**src/rtl/mpu_isa_pkg.sv**
```systemverilog
// rtl/mpu_isa_pkg.sv - ISA constants for the 8-bit MPU: opcode classes, dest/source codes, reg_en bit indices
package mpu_isa_pkg;

    typedef enum logic [2:0] {
        CLS_LOAD = 3'd0,
        CLS_MOV  = 3'd1,
        CLS_ALU  = 3'd2,
        CLS_JMP  = 3'd3,
        CLS_JNZ  = 3'd4
    } op_class_t;

    localparam logic [2:0] DEST_X0    = 3'd0;
    localparam logic [2:0] DEST_X1    = 3'd1;
    localparam logic [2:0] DEST_Y0    = 3'd2;
    localparam logic [2:0] DEST_Y1    = 3'd3;
    localparam logic [2:0] DEST_O_REG = 3'd4;
    localparam logic [2:0] DEST_M     = 3'd5;
    localparam logic [2:0] DEST_I     = 3'd6;
    localparam logic [2:0] DEST_DM    = 3'd7;

    localparam logic [2:0] SRC_DM        = 3'd7;
    localparam logic [3:0] SRC_ALU_X0    = 4'd0;
    localparam logic [3:0] SRC_IR_NIBBLE = 4'd8;
    localparam logic [3:0] SRC_I_PINS    = 4'd9;

    localparam int REG_R     = 4;
    localparam int REG_I     = 6;
    localparam int REG_O_REG = 8;

    function automatic op_class_t classify(input logic [7:0] ir);
        if (!ir[7])             return CLS_LOAD;
        else if (!ir[6])        return CLS_MOV;
        else if (!ir[5])        return CLS_ALU;
        else if (!ir[4])        return CLS_JMP;
        else                    return CLS_JNZ;
    endfunction

endpackage

```
**src/rtl/dest_decoder.sv**
```systemverilog
// rtl/dest_decoder.sv - 3-bit destination code to 9-bit one-hot register enable
module dest_decoder
    import mpu_isa_pkg::*;
(
    input  logic [2:0] dest_code,
    output logic [8:0] reg_en
);

    // Code 4 addresses the output register, whose enable sits above the r slot
    always_comb begin
        reg_en = 9'h000;
        if (dest_code == DEST_O_REG) reg_en[REG_O_REG] = 1'b1;
        else                         reg_en[dest_code] = 1'b1;
    end

endmodule

```
**src/rtl/instr_decoder.sv**
```systemverilog
// rtl/instr_decoder.sv - MPU instruction register and decoder; DM_AUTO_INC_EN enables i auto-increment on dm access
module instr_decoder
    import mpu_isa_pkg::*;
(
    input  logic       clk,
    input  logic       reset,
    input  logic [7:0] next_instr,
    output logic       jmp,
    output logic       jmp_nz,
    output logic [3:0] ir_nibble,
    output logic       i_sel,
    output logic       y_sel,
    output logic       x_sel,
    output logic [3:0] source_sel,
    output logic [8:0] reg_en
);

    logic [7:0] ir_q, ir_d;
    logic       valid_q, valid_d;

    always_comb begin
        ir_d    = next_instr;
        valid_d = 1'b1;
    end

    always_ff @(posedge clk or posedge reset) begin
        if (reset) begin
            ir_q    <= 8'h00;
            valid_q <= 1'b0;
        end else begin
            ir_q    <= ir_d;
            valid_q <= valid_d;
        end
    end

    op_class_t  op_class;
    logic [2:0] dest_code;
    logic [2:0] src_code;
    logic [8:0] dest_en;

    assign op_class  = classify(ir_q);
    assign dest_code = (op_class == CLS_LOAD) ? ir_q[6:4] : ir_q[5:3];
    assign src_code  = ir_q[2:0];

    dest_decoder u_dest_decoder (
        .dest_code (dest_code),
        .reg_en    (dest_en)
    );

    assign ir_nibble = ir_q[3:0];
    assign x_sel     = ir_q[4];
    assign y_sel     = ir_q[3];

    always_comb begin
        reg_en     = 9'h000;
        source_sel = SRC_ALU_X0;
        i_sel      = 1'b0;
        jmp        = 1'b0;
        jmp_nz     = 1'b0;
        if (valid_q) begin
            case (op_class)
                CLS_LOAD: begin
                    reg_en     = dest_en;
                    source_sel = SRC_IR_NIBBLE;
                end
                CLS_MOV: begin
                    reg_en     = dest_en;
                    source_sel = (dest_code == src_code) ? SRC_I_PINS : {1'b0, src_code};
                end
                CLS_ALU: reg_en[REG_R] = 1'b1;
                CLS_JMP: jmp           = 1'b1;
                CLS_JNZ: jmp_nz        = 1'b1;
                default: ;
            endcase
`ifdef DM_AUTO_INC_EN
            if ((op_class == CLS_LOAD || op_class == CLS_MOV) &&
                (dest_code == DEST_DM || (op_class == CLS_MOV && src_code == SRC_DM))) begin
                reg_en[REG_I] = 1'b1;
                i_sel         = 1'b1;
            end
`endif
            // Explicit write of i takes the source bus, never the increment path
            if ((op_class == CLS_LOAD || op_class == CLS_MOV) && dest_code == DEST_I)
                i_sel = 1'b0;
        end
    end

endmodule

```
**config.mk**
```make
export PLATFORM = sky130hd
export DESIGN_NAME = instr_decoder
export DESIGN_NICKNAME = d
export VERILOG_FILES = /design/src/rtl/mpu_isa_pkg.sv /design/src/rtl/dest_decoder.sv /design/src/rtl/instr_decoder.sv
export SDC_FILE = /design/constraint.sdc
export NUM_CORES = 1
export LEC_CHECK = 0
export ABC_AREA = 1
export CAP_MARGIN = 20
export CORE_MARGIN = 8
export CORE_UTILIZATION = 42
export CTS_CLUSTER_DIAMETER = 50
export CTS_CLUSTER_SIZE = 10
export DETAILED_ROUTE_END_ITERATION = 12
export GPL_TIMING_DRIVEN = 0
export PLACE_DENSITY = 0.82
export SYNTH_ARGS = -nofsm -noshare
export SYNTH_HDL_FRONTEND = slang
export SYNTH_HIERARCHICAL = 1
export SYNTH_SLANG_ARGS = --single-unit
```
**constraint.sdc**
```tcl
create_clock -name clk -period 2.4 [get_ports clk]
set_input_delay 0.48 -clock clk [delete_from_list [all_inputs] [get_ports clk]]
set_output_delay 0.48 -clock clk [all_outputs]
set_load 0.02 [all_outputs]
```
==> flow_summary.json, run 1 <==
{
  "synth.top_cell.area_share": 0.338,
  "tritoncts": "built",
  "start_util": 0.443,
  "synthArstFlopShare": 1.00,
  "cp_cell_sequence": "buf_6 -> nand2_2 -> inv_2 -> nand2_1 -> o21ai_1 -> clkdlybuf4s50_1",
  "avgRoutedWirePerCell_um": 9.49,
  "netlist_instances": 101,
  "root_buffer": "clkbuf_4",
  "port_buffers": 30,
  "clock-sinks": 9,
  "drtAntennaViolNets": 0,
  "fp.dieH_um": 55.8,
  "start_kind": "flop",
  "vias": 669,
  "slew_viol_final": 0,
  "yosysTopAreaCell": "dfrtp_1",
  "fill_cells": 144,
  "synth_ff_type": "dfrtp_1",
  "hold_buffers": 0,
  "clk_pin_slew_ns": 0.05,
  "cts_buffer_depth": 2,
  "fmax_ghz": 0.441,
  "pin_count": 32,
  "cts_buffers": 3,
  "die_x_um": 55.8,
  "drtPass1Iterations": 4,
  "synth.distinct_cells": 16,
  "holdWs_ns": 0.480,
  "overflow": 0,
  "status": "finished clean",
  "syn-mean-instance-area_um2": 6.60,
  "rows": 14,
  "fin_crit_ns": 2.27,
  "met3_usage": 0.0502,
  "synth_area_um2": 667,
  "first_iter_violations": 5,
  "htreeDepth": 1,
  "layout_commonest_cell": "nand2_1",
  "path_buf_inv": 3,
  "crit_required_ns": 1.92,
  "hold_class": "in -> async",
  "grt_pass1_vias": 693,
  "diodes": 0,
  "place_hpwl_mm": 1.29,
  "routed_via_density": 4.43,
  "core_area_um2": 1510,
  "grt_max_degree": 11,
  "final_cell_mix": "nand2_1 (24), nor2_1 (17), clkdlybuf4s50_1 (16), inv_1 (14)",
  "p_leak_nw": 0.649,
  "arrival_ns": 1.79,
  "setup_slack_ns": 0.134,
  "drive_above_1_share": 0.193,
  "synthesis.nets": 111,
  "globalRouteMet2Util": 0.162,
  "ys_ff_latch": 9,
  "critPathMaxFanout": 9,
  "synth_edf_count": 0,
  "syn_to_final_growth_pct": 52.9,
  "powerDensity_nw_per_um2": 392,
  "routed_wl_mm": 1.43,
  "nNetsFinal": 146,
  "cp_slowest_cell": "clkdlybuf4s50_1",
  "drv_cap": 0,
  "crit_family": "buffers and inverters",
  "grt_pass1_wl_mm": 2.72,
  "antenna_found_initial": 0,
  "die-area_um2": 3120,
  "grt_usage": 0.102,
  "hold_violations": 0,
  "grtUsageMet1": 0.110,
  "finalSetupViolCount": 0,
  "pre_cts_ws_ns": 0.145,
  "fin_crit_sh": 0.944,
  "ir_drop_mv": 0.271,
  "worst_setup_path_end_kind": "primary output",
  "gp_congestion": 0.783,
  "ys_warn_count": 6,
  "global_route.peak_usage_layer": "met2",
  "drc": 0,
  "synth_seq_area_share": 0.338,
  "crit_type": "reg -> out",
  "synth_area_leaders": "dfrtp_1 (34%), nand2_1 (14%), nor2_1 (9.6%)",
  "max_stage_delay_ns": 0.62,
  "crit_cells": 6
}
per-layer routing:
| layer | vias to the layer above | share of wire |
|---|---|---|
| met1 | 280 | 0.38 |
| met4 | 0 | 0 |
| met2 | 29 | 0.52 |
| met5 | - | 0 |
| met3 | 0 | 0.096 |
| li1 | 360 | - |
power breakdown:
| part | total [mW] | switching (mW) | internal (mW) |
|---|---|---|---|
| Clock | 0.104 | 0.0412 | 0.0633 |
| Combinational | 0.129 | 0.0705 | 0.0581 |
| Sequential | 0.167 | 0.00723 | 0.160 |
| Total | 0.400 | 0.119 | 0.281 |
cell families after synthesis:
| family | count (synthesis) | share of synthesized area |
|---|---|---|
| flip-flops | 9 | 0.338 |
| other | 3 | 0.0169 |
| buffers and inverters | 25 | 0.195 |
| AO/OA/AOI/OAI | 3 | 0.0338 |
| AND/OR/NAND/NOR | 61 | 0.417 |
cells in the mapped netlist, types with 2 or more instances:
library cell and instances:
inv_2 2, conb_1 3, a21oi_2 2, inv_1 14, nand3_1 8, nand2_2 9, buf_4 6, nand2_1 24
nor3_1 2, dfrtp_1 9, nor2_1 17
per-stage QoR:
stage	util	power, mW	setup TNS (ns)	instance area (um^2)	cells
finish	0.677	0.400	0	1020	151
global route	0.677	0.438	-0.00236	1020	151
CTS	0.666	0.408	0	1000	151
detailed placement	0.655	0.303	0	987	147
global placement	0.655	0.301	0	987	147
floorplan	-	0.252	0	667	101
worst max path at each step:
stage                      startpoint             to
finish              ir_q[7]$_DFF_PP0_      reg_en[4]
global route        ir_q[7]$_DFF_PP0_      reg_en[0]
CTS                 ir_q[7]$_DFF_PP0_  source_sel[0]
detailed placement  ir_q[7]$_DFF_PP0_      reg_en[0]
global placement    ir_q[7]$_DFF_PP0_      reg_en[0]
floorplan           ir_q[4]$_DFF_PP0_      reg_en[0]
cell type report:
cell class / instances / area [um^2] / share of cell area
inverters: 17 / 68.8 / 0.0675
multi-input cells: 67 / 312 / 0.306
flip-flops and latches: 9 / 225 / 0.221
repair buffers: 30 / 307 / 0.301
well taps: 16 / 20.0 / 0.0196
clock buffers: 4 / 26.3 / 0.0258
plain buffers: 8 / 61.3 / 0.0601
registers in the layout, summed over array words and instances (netlist names):
register  count
valid_q       1
ir_q          8
what timing repair did:
item / in CTS / in global routing
buffers inserted: 0 / 0
resized for setup: 8 / 7
setup endpoints to repair: 8 / 7
Power figures use the tool's default switching activity.
==> inputs of run 2 (changes only) <==
Settings changed: PLACE_DENSITY 0.82 to unset, PLACE_DENSITY_LB_ADDON set to 0.3.
==> flow_summary.json, run 2 (same netlist as run 1, synthesis figures left out) <==
{
  "status": "finished clean",
  "final_cell_mix": "nand2_1 (24), nor2_1 (17), clkdlybuf4s50_1 (15), inv_1 (14), dlygate4sd2_1 (10)",
  "critPathMaxFanout": 8,
  "fin_crit_ns": 2.19,
  "start_kind": "flop",
  "crit_cells": 11,
  "drtAntennaViolNets": 0,
  "grt_max_degree": 11,
  "routed_wl_mm": 1.45,
  "drive_above_1_share": 0.193,
  "p_leak_nw": 0.642,
  "grt_setup_unrepaired": "false",
  "grt_usage": 0.0976,
  "drtPass1Iterations": 4,
  "cp_cell_sequence": "buf_6 -> inv_6 -> nand2_2 -> nand2_2 -> inv_1 -> inv_1 -> nand2_1 -> nor2_1 -> nand2_1 -> nor2_1 -> dlygate4sd2_1",
  "finalSetupTns_ns": 0,
  "drc": 0,
  "fp.dieH_um": 55.8,
  "max_stage_delay_ns": 0.37,
  "worst_setup_path_end_kind": "primary output",
  "start_util": 0.443,
  "root_buffer": "clkbuf_4",
  "core_area_um2": 1510,
  "fin_crit_sh": 0.912,
  "reg_top3": "ir_q: 8 flops, valid_q: 1 flops",
  "avgRoutedWirePerCell_um": 9.61,
  "cts_buffers": 3,
  "finalNonFillerCells": 151,
  "largest_reg_flops": 8,
  "syn_to_final_growth_pct": 52.0,
  "antenna_found_initial": 0,
  "rows": 14,
  "ir_drop_mv": 0.344,
  "tritoncts": "built",
  "vias": 680,
  "crit_required_ns": 1.92,
  "fill_cells": 144,
  "crit_type": "reg -> out",
  "hold_class": "in -> async",
  "cts_buffer_depth": 2,
  "place_hpwl_mm": 1.27,
  "grt_pass1_vias": 641,
  "overflow": 0,
  "drv_cap": 0,
  "powerDensity_nw_per_um2": 399,
  "layout_commonest_cell": "nand2_1",
  "grt_pass1_wl_mm": 2.67,
  "routed_via_density": 4.50,
  "htreeDepth": 1,
  "pin_count": 32,
  "path_buf_inv": 5,
  "fmax_ghz": 0.457,
  "port_buffers": 30,
  "hold_buffers": 0,
  "clock-sinks": 9,
  "gp_congestion": 0.795,
  "diodes": 0,
  "regMostFlops": "ir_q",
  "slew_viol_final": 0,
  "die-area_um2": 3120,
  "crit_family": "buffers and inverters",
  "arrival_ns": 1.71,
  "hold_violations": 0,
  "cp_slowest_cell": "dfrtp_1",
  "finalSetupViolCount": 0,
  "dpl.cell_count": 147,
  "clk_pin_slew_ns": 0.06,
  "first_iter_violations": 4,
  "die_x_um": 55.8,
  "nNetsFinal": 146
}
run 2: cell types whose count changed in the layout (fill, tap and decap cells not counted), sizes merged:
cell / delta
dlygate4sd2: +3
clkdlybuf4s15: -1
clkdlybuf4s50: -1
dlymetal6s2s: -1
run 2: layer usage:
layer,share of wire,global-route usage
met2,0.50,0.176
met3,0.077,0.0342
met5,0,0
met1,0.41,0.102
met4,0.0062,0.0309
run 2: stage by stage:
step                      area (um^2)  power [mW]  utilization  setup slack [ns]  hold WS [ns]
final                            1010       0.404        0.673             0.210         0.476
after global routing             1010       0.431        0.673            0.0373         0.542
after CTS                        1000       0.411        0.664           0.00386         0.488
after detailed placement          987       0.303        0.655             0.178         0.759
after global placement            987       0.300        0.655             0.200         0.751
after floorplan                   667       0.252            -             0.604         0.308
run 2: timing repair:
item,4_1_cts,5_1_grt
endpoints found under the setup margin,10,5
setup buffers,0,0
endpoints found under the hold margin,0,0
resized for setup,10,5
run 2: layout make-up:
type / count / area, um^2 / share of cell area
Buffer: 8 / 61.3 / 0.0605
Sequential cell: 9 / 225 / 0.222
Inverter: 17 / 68.8 / 0.0679
Multi-Input combinational cell: 67 / 312 / 0.307
Clock buffer: 4 / 26.3 / 0.0259
Timing Repair Buffer: 30 / 300 / 0.296
Tap cell: 16 / 20.0 / 0.0198
run 2: worst paths after layout:
kind | from | to | slack, ns
setup / recovery | ir_q[7]$_DFF_PP0_ | reg_en[1] | 0.21
min in group clk | next_instr[1] | ir_q[1]$_DFF_PP0_ | 0.67
max in group asynchronous | reset | valid_q$_DFF_PP0_ | 1.68
hold / removal | reset | ir_q[3]$_DFF_PP0_ | 0.48
run 2: power by group:
group	internal [mW]	switching, mW	total (mW)
logic	0.0569	0.0702	0.127
clock network	0.0637	0.0466	0.110
registers	0.160	0.00711	0.167
total	0.280	0.124	0.404
==> inputs of run 3 (changes only) <==
Settings changed: TNS_END_PERCENT set to 10.
==> results of run 3 <==
Final layout, timing and power as in run 2 (identical DEF).
